$ cat config.mk
export PLATFORM = sky130hd
export DESIGN_NAME = bf_loop_ctrl
export DESIGN_NICKNAME = d
export VERILOG_FILES = /design/src/rtl/bf_loop_ctrl.sv
export SDC_FILE = /design/constraint.sdc
export NUM_CORES = 1
export LEC_CHECK = 0
export CAP_MARGIN = 40
export CELL_PAD_IN_SITES_DETAIL_PLACEMENT = 0
export CELL_PAD_IN_SITES_GLOBAL_PLACEMENT = 1
export CORE_MARGIN = 3
export CORE_UTILIZATION = 36
export CTS_CLUSTER_SIZE = 8
export DETAILED_ROUTE_END_ITERATION = 12
export PLACE_DENSITY = 0.84
export SETUP_SLACK_MARGIN = 0.2
export SYNTH_ARGS = -nofsm -noshare
export SYNTH_HDL_FRONTEND = slang
export SYNTH_SLANG_ARGS = --single-unit
export TNS_END_PERCENT = 1
$ cat constraint.sdc
create_clock -name clk -period 2.6 [get_ports clk]
set_clock_uncertainty 0.05 [all_clocks]
set_input_delay 0.52 -clock clk [delete_from_list [all_inputs] [get_ports clk]]
set_output_delay 0.52 -clock clk [all_outputs]
set_load 0.05 [all_outputs]
$ cat src/rtl/bf_loop_ctrl.sv
// bf_loop_ctrl
//   Loop controller for a brainfuck sequencer, acting as the initiator on the
//   push/pop interface of an attached stack2.  It executes '[' and ']':
//   pushes loop-return addresses, pops when a loop exits, issues backward
//   jumps, and runs the forward-skip scan using a nesting counter.  stack2
//   has no full/empty flags, so the stack depth is tracked here.
//
// Ports
//   clk        rising-edge clock
//   resetq     asynchronous reset, active low
//   ins_valid  sequencer presents an instruction
//   ins_ready  instruction accepted when ins_valid & ins_ready
//   ins_code   00 other, 01 '[', 10 ']', 11 other
//   ins_pc     address of the presented instruction
//   cell_zero  current data cell is zero (qualified by ins_valid)
//   skipping   high during the forward-skip scan
//   jmp        one-cycle pulse: sequencer loads PC from jmp_pc
//   jmp_pc     jump target, valid while jmp is high
//   err        sticky stack overflow/underflow or nest overflow
//   stk_we     stack2 write enable
//   stk_delta  stack2 pointer delta (01 push, 11 pop, 00 hold)
//   stk_wd     stack2 write data
//   stk_rd     stack2 top of stack
module bf_loop_ctrl #(
   parameter int DEPTH = 16,
   parameter int AW    = 16
) (
   input  logic          clk,
   input  logic          resetq,
   input  logic          ins_valid,
   output logic          ins_ready,
   input  logic [1:0]    ins_code,
   input  logic [AW-1:0] ins_pc,
   input  logic          cell_zero,
   output logic          skipping,
   output logic          jmp,
   output logic [AW-1:0] jmp_pc,
   output logic          err,
   output logic          stk_we,
   output logic [1:0]    stk_delta,
   output logic [AW-1:0] stk_wd,
   input  logic [AW-1:0] stk_rd
);

   localparam int DW = $clog2(DEPTH + 1);
   localparam logic [DW-1:0] DEPTH_MAX = DW'(DEPTH);
   localparam logic [AW-1:0] NEST_MAX  = '1;

   localparam logic [1:0] CODE_OPEN  = 2'b01;
   localparam logic [1:0] CODE_CLOSE = 2'b10;

   localparam logic [1:0] DELTA_HOLD = 2'b00;
   localparam logic [1:0] DELTA_PUSH = 2'b01;
   localparam logic [1:0] DELTA_POP  = 2'b11;

   typedef enum logic [1:0] {
      S_RUN  = 2'd0,
      S_SKIP = 2'd1,
      S_ERR  = 2'd2
   } state_t;

   state_t        state_q, state_d;
   logic [DW-1:0] depth_q, depth_d;
   logic [AW-1:0] nest_q,  nest_d;
   logic          jmp_q,   jmp_d;
   logic [AW-1:0] jmp_pc_q, jmp_pc_d;
   logic          acc;

   // While a jump pulse is out the sequencer is reloading its PC, so the
   // instruction it currently presents is stale and must not be taken.
   assign ins_ready = (state_q != S_ERR) & ~jmp_q;
   assign acc       = ins_valid & ins_ready;

   assign skipping  = (state_q == S_SKIP);
   assign err       = (state_q == S_ERR);
   assign jmp       = jmp_q;
   assign jmp_pc    = jmp_pc_q;

   always_ff @(posedge clk or negedge resetq) begin
      if (!resetq) begin
         state_q  <= S_RUN;
         depth_q  <= '0;
         nest_q   <= '0;
         jmp_q    <= 1'b0;
         jmp_pc_q <= '0;
      end else begin
         state_q  <= state_d;
         depth_q  <= depth_d;
         nest_q   <= nest_d;
         jmp_q    <= jmp_d;
         jmp_pc_q <= jmp_pc_d;
      end
   end

   always_comb begin
      state_d   = state_q;
      depth_d   = depth_q;
      nest_d    = nest_q;
      jmp_d     = 1'b0;
      jmp_pc_d  = jmp_pc_q;
      stk_we    = 1'b0;
      stk_delta = DELTA_HOLD;
      stk_wd    = '0;

      unique case (state_q)
         S_RUN: begin
            if (acc) begin
               if (ins_code == CODE_OPEN) begin
                  if (!cell_zero) begin
                     // Bounds are checked before the stack op, so depth
                     // never wraps.
                     if (depth_q < DEPTH_MAX) begin
                        stk_we    = 1'b1;
                        stk_delta = DELTA_PUSH;
                        stk_wd    = ins_pc + AW'(1);
                        depth_d   = depth_q + DW'(1);
                     end else begin
                        state_d = S_ERR;
                     end
                  end else begin
                     nest_d  = AW'(1);
                     state_d = S_SKIP;
                  end
               end else if (ins_code == CODE_CLOSE) begin
                  if (depth_q == '0) begin
                     state_d = S_ERR;
                  end else if (!cell_zero) begin
                     // Jump back to the body start; the entry stays on the
                     // stack for the next iteration.
                     jmp_d    = 1'b1;
                     jmp_pc_d = stk_rd;
                  end else begin
                     stk_delta = DELTA_POP;
                     depth_d   = depth_q - DW'(1);
                  end
               end
            end
         end

         S_SKIP: begin
            if (acc) begin
               if (ins_code == CODE_OPEN) begin
                  if (nest_q == NEST_MAX) begin
                     state_d = S_ERR;
                  end else begin
                     nest_d = nest_q + AW'(1);
                  end
               end else if (ins_code == CODE_CLOSE) begin
                  if (nest_q == AW'(1)) begin
                     nest_d  = '0;
                     state_d = S_RUN;
                  end else begin
                     nest_d = nest_q - AW'(1);
                  end
               end
            end
         end

         S_ERR: begin
            state_d = S_ERR;
         end

         default: begin
            state_d = S_ERR;
         end
      endcase
   end

endmodule
# Yosys cells after proc, flatten, opt, wreduce, memory -nomap -nowiden
# Index checks and enable logic that the tools add are counted.
# word_totals
register_bits	40
in_bits	38
output_inout_bits	39
elab_cells	98
# classes
addsub	5
order_cmp	1
n_eq_ne	21
muxes	51
bitwise_logic	6
n_reduce_logical	9
# op_table
op	count
$mux W16	13
$mux W2	17
$add A16 B1 Y16 const B	2
$pmux W16 S2	1
$mux W5	6
$eq A16 B1 Y1 const B	1
$eq A16 B16 Y1 const B	1
$sub A16 B1 Y16 const B	1
$reduce_and A7 Y1	2
$mux W1	13
$ne A2 B2 Y1 const B	6
$ne A3 B3 Y1 const B	3
$reduce_and A8 Y1	1
$ne A3 B1 Y1 const B	2
$reduce_and A6 Y1	1
$reduce_bool A2 Y1	3
$add A5 B1 Y5 const B	1
$logic_not A5 Y1	1
$lt A5 B5 Y1 const B	1
$sub A5 B1 Y5 const B	1
$eq A2 B1 Y1 const B	2
$eq A2 B2 Y1 const B	2
$ne A2 B1 Y1 const B	2
$ne A4 B4 Y1 const B	1
5 further kinds	9

# Depth between registers and ports, before layout
# logic_depth
word_depth	6
mapped_depth	10
ltp_nobuf	9

# Least setup slack after synthesis
# No wires, ideal clock.
# synth_path
path_kind	input-to-output
startpoint	input ins_code[1]
endpoint	output stk_wd[10]
t_arrival_ns	2.404
required_ns	2.030
setup_slack_ns	-0.374
stages	8
path_buffers	2
path_cell_list	inv_1 ha_1 buf_2 inv_1 nor3_1 nand2_1 clkbuf_1 nor2_1
# synth_between
elab_chain_len	4
# synth_lines
element	line_no	text
start: declaration	32	input logic [1:0] ins_code,
$eq A2 B1 Y1	108	if (ins_code == CODE_OPEN) begin
$mux W16	108	
$mux W16	107	if (acc) begin
$mux W16	105	unique case (state_q)
end: declaration	41	output logic [AW-1:0] stk_wd,
# Every way passes these cells.

# Final worst setup path
# layout_path
startpoint	input cell_zero
endpoint	output stk_wd[11]
# layout_between
elab_chain_len	4
# layout_lines
element	line_no	text
start: declaration	34	input logic cell_zero,
$mux W16	109	if (!cell_zero) begin
$mux W16	108	
$mux W16	107	
$mux W16	105	
# Every way passes these cells.

==> metrics.yaml <==
drt:
  wl_met3_um: 713
  drc: 0
  first_pass_iters: 4
  m1WireLength_mm: 3.44
  ant_nets: 0
  wl_per_cell_um: 15.9
  top_layer_used: "met4"
  wl_met2_mm: 4.27
  via_count: 2923
  wl_mm: 8.54
  viasPerCell: 5.43
  first_iter_violations: 163
cts:
  cts.path.max_buffers: 2
  cts-htree-levels: 2
  clkTransAtPathRegs_ns: 0.09
  holdBufCountCts: 0
  numCtsBuffers: 5
  insertion_delay_ns: 0.30
  clkSinkCount: 40
  cts_tree: "yes"
  root_buffer: "clkbuf_8"
sta:
  drv_slew: 0
  timing.fmax_ghz: 0.413
  setup_ws_ns: 0.181
  relSlewSlack_pct: 55.7
  hold_viol_final: 0
  whs_ns: 0.0878
  period_needed_ns: 2.42
  worstMarginPinSlew_ns: 0.659
  rsz0062_at_grt: "yes"
  fin_crit_sh_pct: 93.1
  tns_ns: 0
  setup_viol: 0
power_and_ir_drop:
  ir_drop_v: 0.000594
  power.density_nw_per_um2: 654
  power.leakage_nw: 1.93
  p_total_mw: 3.09
synth:
  ys_seq_area_share_pct: 35.4
  synth_cell_types: 58
  syn_nets: 359
  ys_warn_count: 0
  synth-edff-count: 0
  synth_top_flop_cell: "dfrtp_1"
  ys_async_sr_fraction_pct: 100
  ys_ff_latch: 40
  syn_inst: 311
  synth_area_per_cell_sq_um: 9.10
  synth_area_sq_um: 2830
global_route:
  grt_start_max_net_pins: 26
  grt_pass1_wl_mm: 14.3
  grt_remaining_overflow: 0
  track_usage_pct: 20.0
  antenna_found_initial: 1
  grt_pass1_vias: 2944
layout:
  drive_gt1_share_pct: 39.7
  area_growth_pct: 66.9
  nets: 485
  multi_input_area_sq_um: 2010
  final_core_util_pct: 63.4
  regArea_sq_um: 1000
  nFillCells: 623
status:
  status: "finished, final reports clean"
floorplan:
  die_w_um: 94.6
  die_area_sq_um: 8960
  ios: 77
  dieHeight_um: 94.6
  rows: 31
  core_sq_um: 7450
  initial_core_util_pct: 38.0
critical_path:
  crit_arrival_ns: 1.85
  crit_family: "buffers and inverters"
  critical_path_class: "in2out"
  cp-start-kind: "primary input"
  slowest_stage: "clkdlybuf4s50_1"
  worstPathCellList: "clkdlybuf4s50_1 -> nor3_4 -> nand2_8 -> buf_12 -> a21oi_4 -> buf_12"
  max_stage_delay_ns: 0.49
  crit_fanout: 8
  critPathRequiredTime_ns: 2.03
  cp-end-kind: "primary output"
  reg2reg_slack_ns: 0.33
  worst-path-buf-inv: 3
  cp_common_cell: "buf_12"
flow_run:
  cap_violations: 0
hold_path:
  hold_class: "in2async"
placed_design:
  dp_slack_ns: -0.283
  place.gp.congestion: 0.869
  port_buffers: 76
  hpwl_mm: 6.24
-- cell families (layout without fill, tap and decap cells) --
logic type      count (synthesis)  in the layout  synth area share (%)
simple gates                  128            128                  26.3
compound gates                 69             69                  16.1
flops                          40             40                  35.4
buf+inv                        28            155                  4.91
xor+xnor                       19             19                  5.88
mux                            17             17                  6.72
fa+ha+maj                      10             10                  4.69
other cells                     0              1                     0
-- layer usage --
metal,GRT usage [%],vias up
met1,24.3,1404
li1,-,1392
met4,5.05,0
met2,35.6,112
met5,0,-
met3,4.54,15
-- power breakdown --
| group | internal [mW] | total [mW] | switching [mW] |
|---|---|---|---|
| clock | 0.289 | 0.536 | 0.247 |
| combinational | 0.665 | 1.58 | 0.912 |
| sequential | 0.804 | 0.976 | 0.172 |
-- flip-flops by register name (all words and copies together), names as in the netlist --
name     count
nest_q      16
jmp          1
jmp_pc      16
depth_q      5
state_q      2
-- path summary, 6_finish.rpt --
path / startpoint / end / cells after the start
min: resetq / state_q[0] / 1
min reg2reg: jmp_pc[2] / jmp_pc[2] / 1
max reg2reg: nest_q[6] / nest_q[2] / 5
min in group clk: jmp_pc[2] / jmp_pc[2] / 1
max: cell_zero / stk_wd[11] / 6
max in group asynchronous: resetq / jmp_pc[14] / 2
-- cell type report --
type | count | share of cell area [%]
clock buffers | 5 | 1.46
flip-flops and latches | 40 | 21.2
repair buffers | 134 | 30.0
multi-input cells | 243 | 42.5
clock inverters | 3 | 0.980
well taps | 99 | 2.62
inverters | 13 | 1.17
diodes | 1 | 0.0530
-- synth_stat cells, types with 2 or more instances --
| library cell | number | share of area (%) |
|---|---|---|
| a211oi_1 | 4 | 1.1 |
| a21o_1 | 3 | 0.80 |
| a21oi_1 | 17 | 3.0 |
| a21oi_2 | 7 | 2.2 |
| a221oi_1 | 2 | 0.62 |
| a22oi_1 | 2 | 0.53 |
| a31oi_1 | 2 | 0.44 |
| a32oi_1 | 2 | 0.62 |
| and3_1 | 6 | 1.3 |
| and4_1 | 4 | 1.2 |
| buf_2 | 6 | 1.1 |
| clkbuf_1 | 4 | 0.53 |
| clkbuf_2 | 2 | 0.35 |
| dfrtp_1 | 40 | 35 |
| ha_1 | 9 | 4.0 |
| inv_1 | 13 | 1.7 |
| mux2_2 | 16 | 6.4 |
| nand2_1 | 16 | 2.1 |
| nand2b_1 | 3 | 0.66 |
| nand3_1 | 10 | 1.8 |
| nand4_1 | 8 | 1.8 |
| nor2_1 | 25 | 3.3 |
| nor2_2 | 3 | 0.66 |
| nor2b_1 | 5 | 1.1 |
| nor3_1 | 11 | 1.9 |
| nor4_1 | 9 | 2.0 |
| o21a_1 | 3 | 0.80 |
| o21ai_0 | 18 | 3.2 |
| or3_1 | 12 | 2.7 |
| or4_1 | 3 | 0.80 |
| or4_4 | 2 | 0.80 |
| xnor2_1 | 10 | 3.1 |
| xor2_1 | 9 | 2.8 |
-- cells in the final DEF (no fill, tap or decap), types with 7 or more instances in the layout --
cell type        instances
xor2_1                   7
mux2_2                  16
ha_1                     7
nor2_4                  13
nand4_1                  8
buf_12                  23
o21ai_0                 16
or3_1                   10
a21oi_1                 14
dfrtp_1                 40
nor3_1                   7
a21oi_2                  7
buf_4                   54
xnor2_1                  8
nand2_1                 15
nor2_1                  11
dlygate4sd2_1           10
clkdlybuf4s50_1         37
inv_1                   10
nor4_1                   8
-- through the flow --
stage,area (sq um),std cells
floorplan,2940,311
global placement,4330,523
detailed placement,4350,524
CTS,4680,535
global route,4720,538
finish,4720,538
-- timing repair --
item | in CTS | in global routing
setup endpoints to repair | 36 | 22
pin swaps | 22 | 13
buffers inserted | 2 | 2
resized for setup | 57 | 18
gates cloned | 1 | 0
endpoints found under the hold margin | 0 | 0
Power figures use the tool's default switching activity.
==> edit (same settings) <==
Register the output `err`, with the module's reset; this adds one clock of latency there. The other outputs are not delayed to match.
--- a/src/rtl/bf_loop_ctrl.sv
+++ b/src/rtl/bf_loop_ctrl.sv
@@ -72,7 +72,13 @@
    assign acc       = ins_valid & ins_ready;
 
    assign skipping  = (state_q == S_SKIP);
-   assign err       = (state_q == S_ERR);
+   always_ff @(posedge clk or negedge resetq) begin
+      if (!resetq) begin
+         err <= '0;
+      end else begin
+         err <= (state_q == S_ERR);
+      end
+   end
    assign jmp       = jmp_q;
    assign jmp_pc    = jmp_pc_q;
 
Function: changed (Yosys sat finds a counterexample within 4 cycles, from zero or initial values and one cycle with resetq low).
==> edit against the unedited design <==
  * Synthesized area about the same
  * Worst setup slack improved by 0.043 ns
  * Worst hold slack improved by 0.019 ns
  * Design area increased by 1.6%
  * Wire length increased by 0.49%
  * Register-to-register slack got worse by 0.05 ns
  * Global-route usage about the same
  * Sequential cell count increased by 1
Power is not compared: it rests on default switching activity, and its combinational part moved more than twofold at a synthesized area within 25%.
==> edit: results (changes against the unedited design) <==
| Metric | Value |
|---|---|
| Fraction of layout cells with a size suffix above 1 | `39.2% (-0.51 points)` |
| Non-clk buf share | `32.6% (+2.6 points)` |
| Max incr delay on CP | `0.38 ns (-0.11 ns)` |
| CP max FO | `9 (+1)` |
| Fillers | `610 (-2.1%)` |
| Worst-margin pin slew | `0.527 ns (-0.132 ns)` |
| GRT Total Usage | `20.0% (-0.040 points)` |
| Worst Setup SP | `ins_pc[4]` |
| Status | `finished clean` |
| Crit-path slowest cell | `or3_1` |
| Layout Nets | `506 (+4.3%)` |
| Non-clock buffer count | `148 (+10%)` |
| Syn Area/Cell | `8.92 um^2 (-2.0%)` |
| Postcts setup bufs | `8 (+6)` |
| Switching pwr | `0.636 mW` |
| Worst path top cell family by delay | `simple AND/OR/NAND/NOR gates` |
| Arr. time, crit path | `1.81 ns (-0.04 ns)` |
| Clk tree area frac | `1.90% (-0.53 points)` |
| Fraction of area in multi-input gates | `40.0% (-2.5 points)` |
| Vias/cell | `5.34 (-1.7%)` |
| Final wirelength | `8.59 mm (+0.49%)` |
| Antenna violations before repair | `0 (-1)` |
| DR pass1 iterations | `4 (unchanged)` |
| Pin count of the biggest net entering global routing | `24 (-7.7%)` |
| Most instantiated cells after synthesis | `dfrtp_1 (41), nor2_1 (28), nand2_1 (19)` |
| Combinational Power | `0.523 mW` |
| Seq area share | `21.4% (+0.18 points)` |
| DP HPWL | `6.33 mm (+1.5%)` |
| CTS resizes | `69 (+21%)` |
| Number of synthesized register bits | `41 (+2.5%)` |
| ANT cells | `0 (-1)` |
| Placed Instances | `535 (+2.1%)` |
| Hold Path Class | `in2async` |
| GPL Wtd Cong | `0.892 (+2.7%)` |
| Non-clk invs | `18 (+5)` |
| CTS H-tree lvls | `2 (unchanged)` |
| Initial DRC count | `179 (+9.8%)` |
| R2r startpoint | `nest_q[1]$_DFFE_PN0P_` |
| First-pass GRT wire length | `14.4 mm (+1.3%)` |
| Multi-Input Combinational | `244 (+0.41%)` |
| Vias in the first global route | `3088 (+4.9%)` |
| Vias | `2980 (+2.0%)` |
| Sequential element share of the synthesized area | `36.3% (+0.92 points)` |
| Tot Pwr | `1.79 mW` |
==> edit: changes by cell type in the layout (fill, tap and decap cells not counted), sizes merged, moves of 6 or more <==
cell | before | now
buf | 79 | 100
a21oi | 24 | 17
a22o | 0 | 7
dlygate4sd2 | 10 | 4
or3 | 13 | 7
==> edit: final timing paths <==
kind                                               end  slack [ns]  cells past startpoint
worst max-delay path                         stk_wd[9]        0.22                      6
worst min-delay path            nest_q[11]$_DFFE_PN0P_        0.11                      1
worst max register to register   nest_q[9]$_DFFE_PN0P_        0.28                      7
worst min register to register   jmp_pc[5]$_DFFE_PN0P_        0.46                      1
max in group asynchronous       jmp_pc[15]$_DFFE_PN0P_        1.90                      2
min in group clk                 jmp_pc[5]$_DFFE_PN0P_        0.46                      1
==> edit: layer usage <==
metal	up-vias	part of all wire [%]	track usage, %
met5	-	0	0
met1	1444	43	24.9
met2	78	50	35.3
li1	1443	-	-
met3	15	4.9	3.75
met4	0	2.0	5.41
==> edit: kinds of logic (layout without fill, tap and decap cells) <==
logic type               Yosys count  in the layout  share of synthesized area (%)
AND/OR/NAND/NOR                  124            124                           23.8
flip-flops                        41             41                           36.3
adder cells (fa/ha/maj)           10             10                           4.69
multiplexers                      19             19                           7.48
buffers and inverters             32            174                           4.91
XOR/XNOR                          15             15                           4.65
AO/OA/AOI/OAI                     76             76                           18.2
==> edit: through the flow <==
| stage | utilization [%] | setup slack, ns | instance area, um^2 |
|---|---|---|---|
| floorplan | - | 0.0291 | 2930 |
| global placement | 58.6 | -0.344 | 4360 |
| detailed placement | 58.9 | -0.285 | 4380 |
| CTS | 63.7 | 0.182 | 4750 |
| global route | 64.4 | 0.107 | 4800 |
| finish | 64.4 | 0.223 | 4800 |
